--- src/rtl/mdu_hilo_pkg.sv ---
// Shared opcode/state encodings and default width for the MIPS multiply/divide unit.
package mdu_hilo_pkg;

    localparam int MDU_XLEN = 32;

    typedef enum logic [2:0] {
        OP_MULT  = 3'd0,
        OP_MULTU = 3'd1,
        OP_DIV   = 3'd2,
        OP_DIVU  = 3'd3,
        OP_MTHI  = 3'd4,
        OP_MTLO  = 3'd5
    } mdu_op_e;

    typedef enum logic [2:0] {
        ST_IDLE = 3'd0,
        ST_MTX  = 3'd1,
        ST_MUL  = 3'd2,
        ST_DIV  = 3'd3,
        ST_FIX  = 3'd4
    } mdu_state_e;

    function automatic logic op_is_signed(input logic [2:0] op);
        return (op == OP_MULT) || (op == OP_DIV);
    endfunction

endpackage

--- src/rtl/mdu_div_core.sv ---
// Unsigned restoring divide / shift-add multiply iteration datapath; one step per
// cycle while step_i is high, sequenced entirely by mdu_hilo.
module mdu_div_core #(
    parameter int XLEN = 32
) (
    input  logic            clk,
    input  logic            load_i,
    input  logic            step_i,
    input  logic            mul_i,
    input  logic [XLEN-1:0] a_i,
    input  logic [XLEN-1:0] b_i,
    output logic [XLEN-1:0] rem_o,
    output logic [XLEN-1:0] quo_o
);

    logic [XLEN-1:0] rem_q, quo_q, b_q;
    logic [XLEN-1:0] rem_d, quo_d;
    logic [XLEN:0]   partial, diff, sum;

    // Multiply treats {rem,quo} as the 2*XLEN product register shifting right;
    // divide treats it as the remainder/dividend pair shifting left.
    always_comb begin
        partial = {rem_q, quo_q[XLEN-1]};
        diff    = partial - {1'b0, b_q};
        sum     = {1'b0, rem_q} + (quo_q[0] ? {1'b0, b_q} : {(XLEN+1){1'b0}});
        rem_d   = rem_q;
        quo_d   = quo_q;
        if (mul_i) begin
            rem_d = sum[XLEN:1];
            quo_d = {sum[0], quo_q[XLEN-1:1]};
        end else if (!diff[XLEN]) begin
            rem_d = diff[XLEN-1:0];
            quo_d = {quo_q[XLEN-2:0], 1'b1};
        end else begin
            rem_d = partial[XLEN-1:0];
            quo_d = {quo_q[XLEN-2:0], 1'b0};
        end
    end

    always_ff @(posedge clk) begin
        if (load_i) begin
            rem_q <= '0;
            quo_q <= a_i;
            b_q   <= b_i;
        end else if (step_i) begin
            rem_q <= rem_d;
            quo_q <= quo_d;
        end
    end

    assign rem_o = rem_q;
    assign quo_o = quo_q;

endmodule

--- src/rtl/mdu_hilo.sv ---
// Multi-cycle MULT/MULTU/DIV/DIVU/MTHI/MTLO unit with architectural HI/LO registers.
// Define MDU_FAST_MUL_EN for a single-cycle multiplier; divide stays iterative.
module mdu_hilo
    import mdu_hilo_pkg::*;
#(
    parameter int XLEN  = MDU_XLEN,
    parameter int CNT_W = $clog2(XLEN) + 1
) (
    input  logic            clk,
    input  logic            reset,
    input  logic            req_valid,
    output logic            req_ready,
    input  logic [2:0]      req_op,
    input  logic [XLEN-1:0] req_src1,
    input  logic [XLEN-1:0] req_src2,
    input  logic            flush,
    output logic            busy,
    output logic [XLEN-1:0] hi_rdata,
    output logic [XLEN-1:0] lo_rdata
);

    mdu_state_e        state_q;
    logic [CNT_W-1:0]  cnt_q;
    logic [XLEN-1:0]   hi_q, lo_q;
    logic [XLEN-1:0]   src1_q, src2_q;
    logic [2:0]        op_q;

    logic              accept, is_arith, in_signed;
    logic              sgn1, sgn2;
    logic [XLEN-1:0]   core_rem, core_quo;
    logic [2*XLEN-1:0] prod_fix;
    logic [XLEN-1:0]   quo_fix, rem_fix;

    function automatic logic [XLEN-1:0] mag(input logic [XLEN-1:0] v, input logic neg);
        return neg ? (~v + 1'b1) : v;
    endfunction

    assign accept    = req_valid && (state_q == ST_IDLE) && !flush;
    assign in_signed = op_is_signed(req_op);
    assign is_arith  = (req_op == OP_MULT) || (req_op == OP_MULTU) ||
                       (req_op == OP_DIV)  || (req_op == OP_DIVU);

    mdu_div_core #(.XLEN(XLEN)) u_core (
        .clk    (clk),
        .load_i (accept && is_arith),
        .step_i ((state_q == ST_MUL) || (state_q == ST_DIV)),
        .mul_i  (state_q == ST_MUL),
        .a_i    (mag(req_src1, in_signed && req_src1[XLEN-1])),
        .b_i    (mag(req_src2, in_signed && req_src2[XLEN-1])),
        .rem_o  (core_rem),
        .quo_o  (core_quo)
    );

    assign sgn1     = op_is_signed(op_q) && src1_q[XLEN-1];
    assign sgn2     = op_is_signed(op_q) && src2_q[XLEN-1];
    assign prod_fix = (sgn1 ^ sgn2) ? -{core_rem, core_quo} : {core_rem, core_quo};
    assign quo_fix  = (sgn1 ^ sgn2) ? -core_quo : core_quo;
    assign rem_fix  = sgn1 ? -core_rem : core_rem;

`ifdef MDU_FAST_MUL_EN
    logic [2*XLEN-1:0] fast_prod;
    assign fast_prod = {{XLEN{sgn1}}, src1_q} * {{XLEN{sgn2}}, src2_q};
`endif

    always_ff @(posedge clk) begin
        if (accept) begin
            src1_q <= req_src1;
            src2_q <= req_src2;
            op_q   <= req_op;
        end
    end

    always_ff @(posedge clk) begin
        if (reset) begin
            state_q <= ST_IDLE;
            cnt_q   <= '0;
            hi_q    <= '0;
            lo_q    <= '0;
        end else if (flush) begin
            state_q <= ST_IDLE;
        end else begin
            case (state_q)
                ST_IDLE: begin
                    if (req_valid) begin
                        cnt_q <= CNT_W'(XLEN - 1);
                        case (req_op)
                            OP_MTHI:            hi_q    <= req_src1;
                            OP_MTLO:            lo_q    <= req_src1;
                            OP_MULT, OP_MULTU:  state_q <= ST_MUL;
                            OP_DIV, OP_DIVU:    state_q <= ST_DIV;
                            default:            state_q <= ST_IDLE;
                        endcase
                    end
                end
`ifdef MDU_FAST_MUL_EN
                ST_MUL: begin
                    hi_q    <= fast_prod[2*XLEN-1:XLEN];
                    lo_q    <= fast_prod[XLEN-1:0];
                    state_q <= ST_IDLE;
                end
`else
                ST_MUL: begin
                    if (cnt_q == '0) state_q <= ST_FIX;
                    else             cnt_q   <= cnt_q - 1'b1;
                end
`endif
                ST_DIV: begin
                    if (cnt_q == '0) state_q <= ST_FIX;
                    else             cnt_q   <= cnt_q - 1'b1;
                end
                ST_FIX: begin
                    if ((op_q == OP_MULT) || (op_q == OP_MULTU)) begin
                        hi_q <= prod_fix[2*XLEN-1:XLEN];
                        lo_q <= prod_fix[XLEN-1:0];
                    end else if (src2_q == '0) begin
                        // Divide by zero reports the raw restoring result.
                        hi_q <= core_rem;
                        lo_q <= core_quo;
                    end else begin
                        hi_q <= rem_fix;
                        lo_q <= quo_fix;
                    end
                    state_q <= ST_IDLE;
                end
                default: state_q <= ST_IDLE;
            endcase
        end
    end

    assign busy      = (state_q != ST_IDLE);
    assign req_ready = (state_q == ST_IDLE);
    assign hi_rdata  = hi_q;
    assign lo_rdata  = lo_q;

endmodule

--- config.mk ---
export PLATFORM = sky130hd
export DESIGN_NAME = mdu_hilo
export DESIGN_NICKNAME = d
export VERILOG_FILES = /design/src/rtl/mdu_hilo_pkg.sv /design/src/rtl/mdu_div_core.sv /design/src/rtl/mdu_hilo.sv
export SDC_FILE = /design/constraint.sdc
export NUM_CORES = 1
export LEC_CHECK = 0
export BUFFER_PORTS_ARGS = -buffer_cell sky130_fd_sc_hd__clkbuf_2
export CAP_MARGIN = 15
export CELL_PAD_IN_SITES_DETAIL_PLACEMENT = 1
export CELL_PAD_IN_SITES_GLOBAL_PLACEMENT = 1
export CORE_MARGIN = 2
export CORE_UTILIZATION = 40
export CTS_BUF_LIST = sky130_fd_sc_hd__clkbuf_8
export DETAILED_ROUTE_END_ITERATION = 12
export PLACE_DENSITY = 0.81
export RECOVER_POWER = 50
export REMOVE_ABC_BUFFERS = 1
export SYNTH_ARGS = -nofsm -noshare
export SYNTH_HDL_FRONTEND = slang
export SYNTH_SLANG_ARGS = --single-unit
--- constraint.sdc ---
create_clock -name clk -period 4.1 [get_ports clk]
set_clock_uncertainty 0.15 [all_clocks]
set_input_delay 0.41 -clock clk [delete_from_list [all_inputs] [get_ports clk]]
set_output_delay 0.41 -clock clk [all_outputs]
set_load 0.01 [all_outputs]
==> results of run 1 <==
-- cell usage in the layout, fill, tap and decap left out, types with 11 or more instances in the layout --
cell type	Yosys	final
sky130_fd_sc_hd__a311oi_1	16	16
sky130_fd_sc_hd__nand3_1	26	26
sky130_fd_sc_hd__clkbuf_2	0	34
sky130_fd_sc_hd__or4_1	12	12
sky130_fd_sc_hd__and3_1	16	16
sky130_fd_sc_hd__clkbuf_8	0	45
sky130_fd_sc_hd__nand2_1	205	205
sky130_fd_sc_hd__buf_4	0	62
sky130_fd_sc_hd__a211oi_1	42	42
sky130_fd_sc_hd__o221ai_1	11	11
sky130_fd_sc_hd__ha_1	70	70
sky130_fd_sc_hd__nor2_1	235	234
sky130_fd_sc_hd__xnor2_1	91	90
sky130_fd_sc_hd__dfxtp_1	105	105
sky130_fd_sc_hd__o31ai_1	30	30
sky130_fd_sc_hd__and2_1	12	11
sky130_fd_sc_hd__a21oi_1	184	184
sky130_fd_sc_hd__mux2i_1	16	16
sky130_fd_sc_hd__nor3_1	44	44
sky130_fd_sc_hd__or3_1	29	29
sky130_fd_sc_hd__xor2_1	77	77
sky130_fd_sc_hd__edfxtp_1	100	100
sky130_fd_sc_hd__a21o_1	35	35
sky130_fd_sc_hd__a31oi_1	45	44
sky130_fd_sc_hd__inv_1	60	76
sky130_fd_sc_hd__nand2b_1	18	18
sky130_fd_sc_hd__a211o_1	14	14
sky130_fd_sc_hd__nor4_1	27	26
sky130_fd_sc_hd__dlygate4sd3_1	0	44
sky130_fd_sc_hd__clkbuf_1	92	107
sky130_fd_sc_hd__o21ai_0	85	84
-- metal layers --
metal | routed length [microns] | vias up
li1 | - | 7158
met1 | 24300 | 7487
met2 | 27000 | 533
met3 | 3340 | 142
met4 | 2150 | 0
met5 | 0 | -
-- area by class of cell --
cell class                      count  area (sq um)  area share
Multi-Input combinational cell   1484          9290       0.531
Sequential cell                   205          5100       0.292
Timing Repair Buffer              247          1480      0.0844
Clock buffer                       45           619      0.0354
Tap cell                          468           586      0.0334
Inverter                           63           240      0.0137
Clock inverter                     29           188      0.0107
-- flip-flops by register name, summed over array words and instances (netlist names) --
register / flops
src1_q: 1
cnt_q: 6
src2_q: 32
u_core.rem_o: 32
lo_rdata: 32
op_q: 3
u_core.quo_o: 32
hi_rdata: 32
u_core.b_q: 32
state_q: 3
-- tightest hold or removal path, stage by stage --
cell and delay, ps:
sky130_fd_sc_hd__clkbuf_2 170, sky130_fd_sc_hd__nand2_1 110, sky130_fd_sc_hd__a311oi_1 80
-- cells by family after synthesis --
family          after synthesis  synth area share
simple gates                662             0.203
compound gates              563             0.242
flops                       205             0.341
xor+xnor                    168            0.0984
buf+inv                     161            0.0406
fa+ha+maj                    72            0.0612
mux                          19            0.0130
-- repair_timing --
action,4_1_cts,5_1_grt
hold buffers,44,0
setup endpoints to repair,0,5
setup buffers,0,0
resized for setup,0,2
hold endpoints to repair,62,0
-- path summary, 6_finish.rpt --
check,slack [ps],cells past startpoint,start,endpoint
max,200,9,u_core.quo_o[9],hi_rdata[29]
min,60,3,req_src1[0],lo_rdata[0]
max reg2reg,200,9,u_core.quo_o[9],hi_rdata[29]
min reg2reg,310,2,lo_rdata[20],lo_rdata[20]
-- power breakdown --
| group | internal [mW] | leakage [nW] | switching (mW) |
|---|---|---|---|
| Combinational | 0.953 | 4.55 | 1.49 |
| Sequential | 2.31 | 1.78 | 0.207 |
| Clock | 1.14 | 0.478 | 1.02 |
| Total | 4.40 | 6.81 | 2.72 |
==> metrics.log, run 1 <==
[metrics] Placed Area: 16400 sq um
[metrics] Syn Area/Cell: 8.08 sq um
[metrics] highest cell delay on the worst timing path: 650 ps
[metrics] area growth from synthesis to layout: 17.1%
[metrics] number of synthesized flops with an enable pin: 100
[metrics] half-perimeter wire length of the detailed placement result: 41.9 mm
[metrics] post-synth top area cell: sky130_fd_sc_hd__edfxtp_1
[metrics] Worst Path Arrival: 4280 ps
[metrics] fraction of post-synthesis cell area in the top cell type by area: 0.201
[metrics] depth of the CTS H-tree: 2
[metrics] post-route cell area: 17500 sq um
[metrics] Placed Cells: 2423
[metrics] number of cells produced by synthesis: 1850
[metrics] Final Hold Fails: 0
[metrics] Starting Density: 0.408
[metrics] worst hold slack: 55.9 ps
[metrics] clock tree buffer depth: 3
[metrics] sequential-to-total area share from yosys stat: 0.341
[metrics] power per standard cell area: 407 nW/um^2
[metrics] Pins Over Slew Limit: 88
[metrics] actual slew at the worst max-slew pin: 2340 ps
[metrics] area of the die: 38900 sq um
[metrics] Worst Setup Start Kind: flip-flop
[metrics] total grt overflow: 0
[metrics] I/O pins: 137
[metrics] most used routing layer in global routing: met2
[metrics] post-layout total power: 7.12 mW
[metrics] # port buffers: 136
[metrics] type of destination of the critical path: flip-flop
[metrics] number of antenna violations at the first check in global routing: 0
[metrics] Routability Congestion: 0.908
[metrics] Detail Route Antenna Nets: 0
[metrics] Placeable Area: 36700 sq um
[metrics] Setup TNS Final: 0 ps
[metrics] number of remaining DRC errors: 0
[metrics] setup repair after global routing missed its margin: false
[metrics] worst-skew pair later-pin latency: 620 ps
[metrics] Routed wire per std cell: 22.3 microns
[metrics] count of different cell masters after synthesis: 71
[metrics] minimum clock period: 3900 ps
[metrics] dominant cell by count in the synthesized netlist: sky130_fd_sc_hd__nor2_1
[metrics] post-CTS clock slew at the launch and capture registers of the worst setup and hold paths: 60 ps
[metrics] Static Leak: 6.81 nW
[metrics] die width: 197 microns
[metrics] total number of placement rows: 70
[metrics] Max FO, Critical Path: 7
[metrics] Max Freq: 256 MHz
[metrics] startpoint-to-endpoint class of the critical path: reg -> reg
[metrics] Synth top cells by count: 235 x sky130_fd_sc_hd__nor2_1, 205 x sky130_fd_sc_hd__nand2_1, 184 x sky130_fd_sc_hd__a21oi_1
[metrics] TritonCTS clock tree: yes
[metrics] summed instance area of the synthesized netlist: 15000 sq um
[metrics] setup slack after layout: 199 ps
[metrics] vias in the first global route: 15900
[metrics] first-pass GRT wire length: 88.0 mm
[metrics] grt met1 use: 0.359
[metrics] total of max-cap violations: 2
[metrics] non-filler instance count after layout: 2541
[metrics] global routing met2 resource utilization: 0.493
[metrics] met3 usage: 0.0463
[metrics] post-route fraction of the period consumed by the critical path: 0.951
[metrics] Post-Route WL: 56.7 mm
[metrics] flip-flop and latch count after synthesis: 205
[metrics] post-placement setup slack: 191 ps
[metrics] crit-path cells: or4_4, or4b_1, nor4_2, a21oi_1, nor4_4, a31oi_1, xor2_1, nand2_1, a311oi_1
[metrics] share of cells above drive strength 1: 0.0863
[metrics] detailed-routing iteration count for the pre-antenna-repair pass: 7
[metrics] number of design-rule violations left by the first detailed-router iteration: 1001
[metrics] count of inserted antenna diode cells: 0
[metrics] final setup violating endpoints: 0
[metrics] number of warnings printed during yosys synthesis: 0
[metrics] worst hold path type: in -> reg
[metrics] dominant synthesized flop cell: sky130_fd_sc_hd__dfxtp_1
[metrics] total number of nets in the final design: 2184
[metrics] highest-delay cell along the critical path: sky130_fd_sc_hd__or4b_1
[metrics] Worst Path Buf+Inv: 0
[metrics] share of synthesized flip-flops with an asynchronous set or reset: 0
[metrics] tightest slew margin relative to the limit: -0.558
[metrics] number of buffers created by CTS: 40
[metrics] violations in the final reports: max-capacitance violations, max-slew violations
[metrics] routed via count divided by cell count: 6.03
[metrics] Clock Root Buffer: sky130_fd_sc_hd__clkbuf_8
[metrics] Worst EP required: 4480 ps
[metrics] final core utilization: 0.477
[metrics] outcome: finished with violations
[metrics] Layout fillers: 4501
[metrics] leading cell types by total area after synthesis: sky130_fd_sc_hd__edfxtp_1 20%, sky130_fd_sc_hd__dfxtp_1 14%, sky130_fd_sc_hd__a21oi_1 6.2%
[metrics] Top delay family on crit path: simple AND/OR/NAND/NOR gates
[metrics] clock sink count: 205
[metrics] Peak supply drop: 0.000303 V
[metrics] largest net degree at the start of global routing: 52
[metrics] total global-route track usage: 0.289
[metrics] overall via count from detail_route: 15300
[metrics] vertical die dimension: 197 microns
Note: power is estimated with default switching activity, not from simulation.
==> run 2: changes to the inputs <==
--- a/config.mk
+++ b/config.mk
@@ -7,2 +7,3 @@
 export LEC_CHECK = 0
+export ABC_CLOCK_PERIOD_IN_PS = 4100
 export BUFFER_PORTS_ARGS = -buffer_cell sky130_fd_sc_hd__clkbuf_2
@@ -13,3 +14,2 @@
 export CORE_UTILIZATION = 40
-export CTS_BUF_LIST = sky130_fd_sc_hd__clkbuf_8
 export DETAILED_ROUTE_END_ITERATION = 12
--- a/constraint.sdc
+++ b/constraint.sdc
@@ -4,2 +4,2 @@
 set_output_delay 0.41 -clock clk [all_outputs]
-set_load 0.01 [all_outputs]
+set_load 0.02 [all_outputs]
==> run 2 against run 1 <==
The flow still finishes with violations (max-capacitance violations, max-slew violations). Utilization shrank 0.072 points. Combinational power barely moved. Sequential cell count is the same. Power is 2.4% higher. Fmax about the same. Sequential share of layout area about the same. Count of clock-buffer cells in the layout is 11 lower. Cell count shrank 1.3%. Critical path depth is the same. Die area stayed put. Non-clock buffer count down 7. Critical path type unchanged.
==> metrics.log, run 2 (synthesis gave the netlist of run 1 again) <==
[metrics] Placed Area: 16400 sq um
[metrics] count of inserted antenna diode cells: 0
[metrics] type of destination of the critical path: flip-flop
[metrics] area growth from synthesis to layout: 16.9%
[metrics] actual slew at the worst max-slew pin: 2310 ps
[metrics] crit-path cells: or4_4, or4b_1, nor4_2, a21oi_1, nor4_4, a31oi_1, xor2_1, nand2_1, a311oi_1
[metrics] Layout fillers: 4464
[metrics] number of buffers added for setup after CTS: 0
[metrics] routed via count divided by cell count: 6.05
[metrics] Top delay family on crit path: simple AND/OR/NAND/NOR gates
[metrics] Post-Route WL: 55.9 mm
[metrics] Final Hold Fails: 0
[metrics] outcome: finished with violations
[metrics] half-perimeter wire length of the detailed placement result: 41.9 mm
[metrics] Starting Density: 0.408
[metrics] FF-to-FF setup slack: 200 ps
[metrics] Static Leak: 6.72 nW
[metrics] Routed wire per std cell: 22.3 microns
[metrics] setup repair after global routing missed its margin: false
[metrics] die width: 197 microns
[metrics] Clock Root Buffer: sky130_fd_sc_hd__clkbuf_16
[metrics] number of remaining DRC errors: 0
[metrics] post-route fraction of the period consumed by the critical path: 0.951
[metrics] clock sink count: 205
[metrics] Worst Path Arrival: 4230 ps
[metrics] post-CTS clock slew at the launch and capture registers of the worst setup and hold paths: 60 ps
[metrics] number of antenna violations at the first check in global routing: 0
[metrics] detailed-routing iteration count for the pre-antenna-repair pass: 5
[metrics] first-pass GRT wire length: 87.0 mm
[metrics] post-route cell area: 17500 sq um
[metrics] # port buffers: 136
[metrics] power per standard cell area: 417 nW/um^2
[metrics] vias in the first global route: 15700
[metrics] depth of the CTS H-tree: 1
[metrics] TritonCTS clock tree: yes
[metrics] Max FO, Critical Path: 7
[metrics] overall via count from detail_route: 15200
[metrics] total of max-cap violations: 2
[metrics] area of the die: 38900 sq um
[metrics] worst hold path type: in -> reg
[metrics] clock tree buffer depth: 3
[metrics] Worst EP required: 4430 ps
[metrics] number of buffers created by CTS: 26
[metrics] violations in the final reports: max-capacitance violations, max-slew violations
[metrics] worst hold slack: 35.1 ps
[metrics] post-layout total power: 7.29 mW
[metrics] final setup violating endpoints: 0
[metrics] Setup TNS Final: 0 ps
[metrics] total number of placement rows: 70
[metrics] worst-skew pair later-pin latency: 580 ps
[metrics] total grt overflow: 0
[metrics] top library cells by usage in the layout, fill and taps aside: 234 x sky130_fd_sc_hd__nor2_1, 205 x sky130_fd_sc_hd__nand2_1, 184 x sky130_fd_sc_hd__a21oi_1
[metrics] Worst Setup Start Kind: flip-flop
[metrics] Detail Route Antenna Nets: 0
[metrics] highest-delay cell along the critical path: sky130_fd_sc_hd__or4b_1
[metrics] number of design-rule violations left by the first detailed-router iteration: 1000
[metrics] largest net degree at the start of global routing: 52
[metrics] most common cell after layout, fill and taps aside: sky130_fd_sc_hd__nor2_1
[metrics] Peak supply drop: 0.000317 V
[metrics] I/O pins: 137
[metrics] highest cell delay on the worst timing path: 650 ps
[metrics] Placeable Area: 36700 sq um
[metrics] total number of nets in the final design: 2163
[metrics] Max Freq: 256 MHz
[metrics] Pins Over Slew Limit: 88
[metrics] total global-route track usage: 0.283
[metrics] vertical die dimension: 197 microns
[metrics] share of cells above drive strength 1: 0.0809
[metrics] Routability Congestion: 0.908
[metrics] Worst Path Buf+Inv: 0
[metrics] startpoint-to-endpoint class of the critical path: reg -> reg
[metrics] tightest slew margin relative to the limit: -0.543
[metrics] minimum clock period: 3900 ps
[run 2: area by class of cell]
cell class	count	area, sq um	area share
clock buffer	34	711	0.0407
clock inverter	13	136	0.00780
inverter	63	240	0.0137
multi-input combinational	1484	9300	0.532
sequential	205	5100	0.292
tap	468	586	0.0335
timing repair buffer	240	1410	0.0805
[run 2: report_power, final]
part	leakage [nW]	internal, mW	switching [mW]
clock network	0.411	1.35	0.983
registers	1.78	2.31	0.207
logic	4.52	0.948	1.50
[run 2: path summary, 6_finish.rpt]
check,startpoint,cells after the start,endpoint
max reg2reg,u_core.quo_o[9],9,hi_rdata[29]
max,u_core.quo_o[9],9,hi_rdata[29]
min reg2reg,lo_rdata[20],2,lo_rdata[20]
min,req_src1[20],3,hi_rdata[20]
[run 2: routing by layer]
| layer | GRT usage | share of wire | up-vias |
|---|---|---|---|
| met2 | 0.487 | 0.48 | 501 |
| met1 | 0.357 | 0.43 | 7444 |
| met4 | 0.101 | 0.033 | 0 |
| met3 | 0.0471 | 0.058 | 110 |
| li1 | - | - | 7107 |
| met5 | 0 | 0 | - |
[run 2: worst min-delay path, delay by kind of cell]
kind | cells | cell delay, ps
AOI/OAI and AO/OA | 1 | 80
buffers and inverters | 1 | 120
and+or+nand+nor | 1 | 90
[run 2: timing repair]
item                                   4_1_cts  5_1_grt
endpoints found under the hold margin       40        0
hold buffers                                37        0
setup endpoints to repair                    0        5
resized for setup                            0        3
[run 2: metrics by stage]
stage / cells / setup WS (ps) / util
after floorplan: 1752 / -1960 / -
after global placement: 2423 / 266 / 0.447
after detailed placement: 2423 / 191 / 0.447
after CTS: 2507 / 157 / 0.480
after global routing: 2507 / 17.3 / 0.476
final: 2507 / 200 / 0.476
==> run 3: changes to the inputs <==
ABC_CLOCK_PERIOD_IN_PS = 5000   (was 4100)
clock period = 5 ns   (was 4.1 ns; I/O delays follow)
==> run 3 against run 2 <==
The flow still finishes with violations (max-capacitance violations, max-slew violations). Setup slack gained 460 ps. Combinational power is 23% lower. Fmax shrank 10%. Cell count is 2.7% lower. Utilization fell by 1.4 points.
==> metrics.log, run 3 (synthesis gave the netlist of run 1 again) <==
[metrics] total of max-cap violations: 2
[metrics] Peak supply drop: 0.000235 V
[metrics] overall via count from detail_route: 14700
[metrics] grt met1 use: 0.354
[metrics] top library cells by usage in the layout, fill and taps aside: 234 x sky130_fd_sc_hd__nor2_1, 205 x sky130_fd_sc_hd__nand2_1, 184 x sky130_fd_sc_hd__a21oi_1
[metrics] post-CTS clock slew at the launch and capture registers of the worst setup and hold paths: 60 ps
[metrics] most used routing layer in global routing: met2
[metrics] Worst Path Arrival: 4630 ps
[metrics] startpoint-to-endpoint class of the critical path: reg -> reg
[metrics] highest-delay cell along the critical path: sky130_fd_sc_hd__clkinv_1
[metrics] Worst EP required: 5290 ps
[metrics] Static Leak: 6.44 nW
[metrics] number of buffers created by CTS: 26
[metrics] clock tree buffer depth: 3
[metrics] Final Hold Fails: 0
[metrics] # port buffers: 136
[metrics] global routing met2 resource utilization: 0.475
[metrics] Starting Density: 0.408
[metrics] Placeable Area: 36700 sq um
[metrics] Top delay family on crit path: compound AO/OA/AOI/OAI gates
[metrics] Max FO, Critical Path: 23
[metrics] most common cell after layout, fill and taps aside: sky130_fd_sc_hd__nor2_1
[metrics] Layout fillers: 4493
[metrics] area growth from synthesis to layout: 13.4%
[metrics] crit-path cells: clkinv_1, buf_4, nor2_1, ha_1, a21o_1, a21o_1, a21o_1, a2111oi_0, nor3_1, a311o_1, a41oi_1, a211o_1, nor2_1
[metrics] number of antenna violations at the first check in global routing: 0
[metrics] total number of placement rows: 70
[metrics] I/O pins: 137
[metrics] Post-Route WL: 54.0 mm
[metrics] minimum clock period: 4340 ps
[metrics] first-pass GRT wire length: 84.1 mm
[metrics] Worst Path Buf+Inv: 2
[metrics] Routability Congestion: 0.914
[metrics] power per standard cell area: 352 nW/um^2
[metrics] vertical die dimension: 197 microns
[metrics] die width: 197 microns
[metrics] worst-skew pair later-pin latency: 560 ps
[metrics] post-route fraction of the period consumed by the critical path: 0.868
[metrics] worst hold path type: in -> reg
[metrics] number of design-rule violations left by the first detailed-router iteration: 947
[metrics] total global-route track usage: 0.272
[metrics] number of gates given a new drive strength after cts: 0
[metrics] Routed wire per std cell: 22.1 microns
[metrics] number of remaining DRC errors: 0
[metrics] half-perimeter wire length of the detailed placement result: 40.9 mm
[metrics] type of destination of the critical path: flip-flop
[metrics] highest cell delay on the worst timing path: 660 ps
[metrics] violations in the final reports: max-capacitance violations, max-slew violations
[metrics] Detail Route Antenna Nets: 0
[metrics] clock sink count: 205
[metrics] routed via count divided by cell count: 6.04
[metrics] Clock Root Buffer: sky130_fd_sc_hd__clkbuf_16
[metrics] total number of nets in the final design: 2095
[metrics] Max Freq: 230 MHz
[metrics] Worst Setup Start Kind: flip-flop
[metrics] share of cells above drive strength 1: 0.0654
[metrics] Seq. cell area: 5100 sq um
[metrics] outcome: finished with violations
[metrics] final setup violating endpoints: 0
[metrics] Pins Over Slew Limit: 87
[metrics] worst hold slack: 26.3 ps
[metrics] total grt overflow: 0
[metrics] depth of the CTS H-tree: 1
[metrics] setup repair after global routing missed its margin: false
[metrics] vias in the first global route: 15300
[metrics] actual slew at the worst max-slew pin: 2540 ps
[metrics] tightest slew margin relative to the limit: -0.693
[metrics] count of inserted antenna diode cells: 0
[metrics] TritonCTS clock tree: yes
[metrics] Worst path most repeated cell: sky130_fd_sc_hd__a21o_1
[metrics] detailed-routing iteration count for the pre-antenna-repair pass: 5
[metrics] area occupied by multi-input gates: 9290 sq um
[metrics] area of the die: 38900 sq um
[metrics] post-layout total power: 5.96 mW
[metrics] largest net degree at the start of global routing: 66
[metrics] met3 usage: 0.0283
[run 3: per-stage QoR]
| stage | util | setup WS [ps] | setup TNS [ps] | cell area (sq um) | cells |
|---|---|---|---|---|---|
| after floorplan | - | -1060 | -40150 | 14600 | 1752 |
| after global placement | 0.440 | 901 | 0 | 16100 | 2386 |
| after detailed placement | 0.440 | 786 | 0 | 16200 | 2387 |
| after CTS | 0.466 | 740 | 0 | 17100 | 2439 |
| after global routing | 0.462 | 385 | 0 | 17000 | 2439 |
| final | 0.462 | 659 | 0 | 17000 | 2439 |
[run 3: final cells by class]
cell class / count / area share
clock buffers: 33 / 0.0411
clock inverters: 14 / 0.0112
inverters: 63 / 0.0139
multi-input cells: 1484 / 0.548
flip-flops and latches: 205 / 0.301
well taps: 468 / 0.0345
repair buffers: 172 / 0.0506
[run 3: final timing paths]
| kind | start | end | slack (ps) | depth (start not counted) |
|---|---|---|---|---|
| hold reg to reg | hi_rdata[22] | hi_rdata[22] | 310 | 2 |
| setup reg to reg | u_core.quo_o[0] | u_core.rem_o[29] | 660 | 13 |
| setup / recovery | u_core.quo_o[0] | u_core.rem_o[29] | 660 | 13 |
| hold / removal | flush | state_q[1] | 30 | 2 |
[run 3: where the power goes]
| part | switching (mW) | internal (mW) | total [mW] |
|---|---|---|---|
| registers | 0.205 | 1.89 | 2.10 |
| logic | 1.17 | 0.718 | 1.89 |
| clock network | 0.783 | 1.19 | 1.97 |
[run 3: layer usage]
metal / vias up / wire length, microns
met4: 0 / 1480
li1: 6972 / -
met1: 7285 / 24000
met2: 385 / 26000
met3: 96 / 2510
met5: - / 0
[run 3: timing repair]
action	CTS	global route
endpoints found under the setup margin	0	0
hold endpoints to repair	5	0
setup buffers	0	0
hold buffers	5	0
[run 3: worst register-to-register path, cell delays in order (launching register included)]
cell and delay [ps]:
sky130_fd_sc_hd__edfxtp_1 430, sky130_fd_sc_hd__clkinv_1 660, sky130_fd_sc_hd__buf_4 470, sky130_fd_sc_hd__nor2_1 120, sky130_fd_sc_hd__ha_1 330, sky130_fd_sc_hd__a21o_1 250
sky130_fd_sc_hd__a21o_1 190, sky130_fd_sc_hd__a21o_1 190, sky130_fd_sc_hd__a2111oi_0 480, sky130_fd_sc_hd__nor3_1 140, sky130_fd_sc_hd__a311o_1 340, sky130_fd_sc_hd__a41oi_1 290
sky130_fd_sc_hd__a211o_1 150, sky130_fd_sc_hd__nor2_1 40
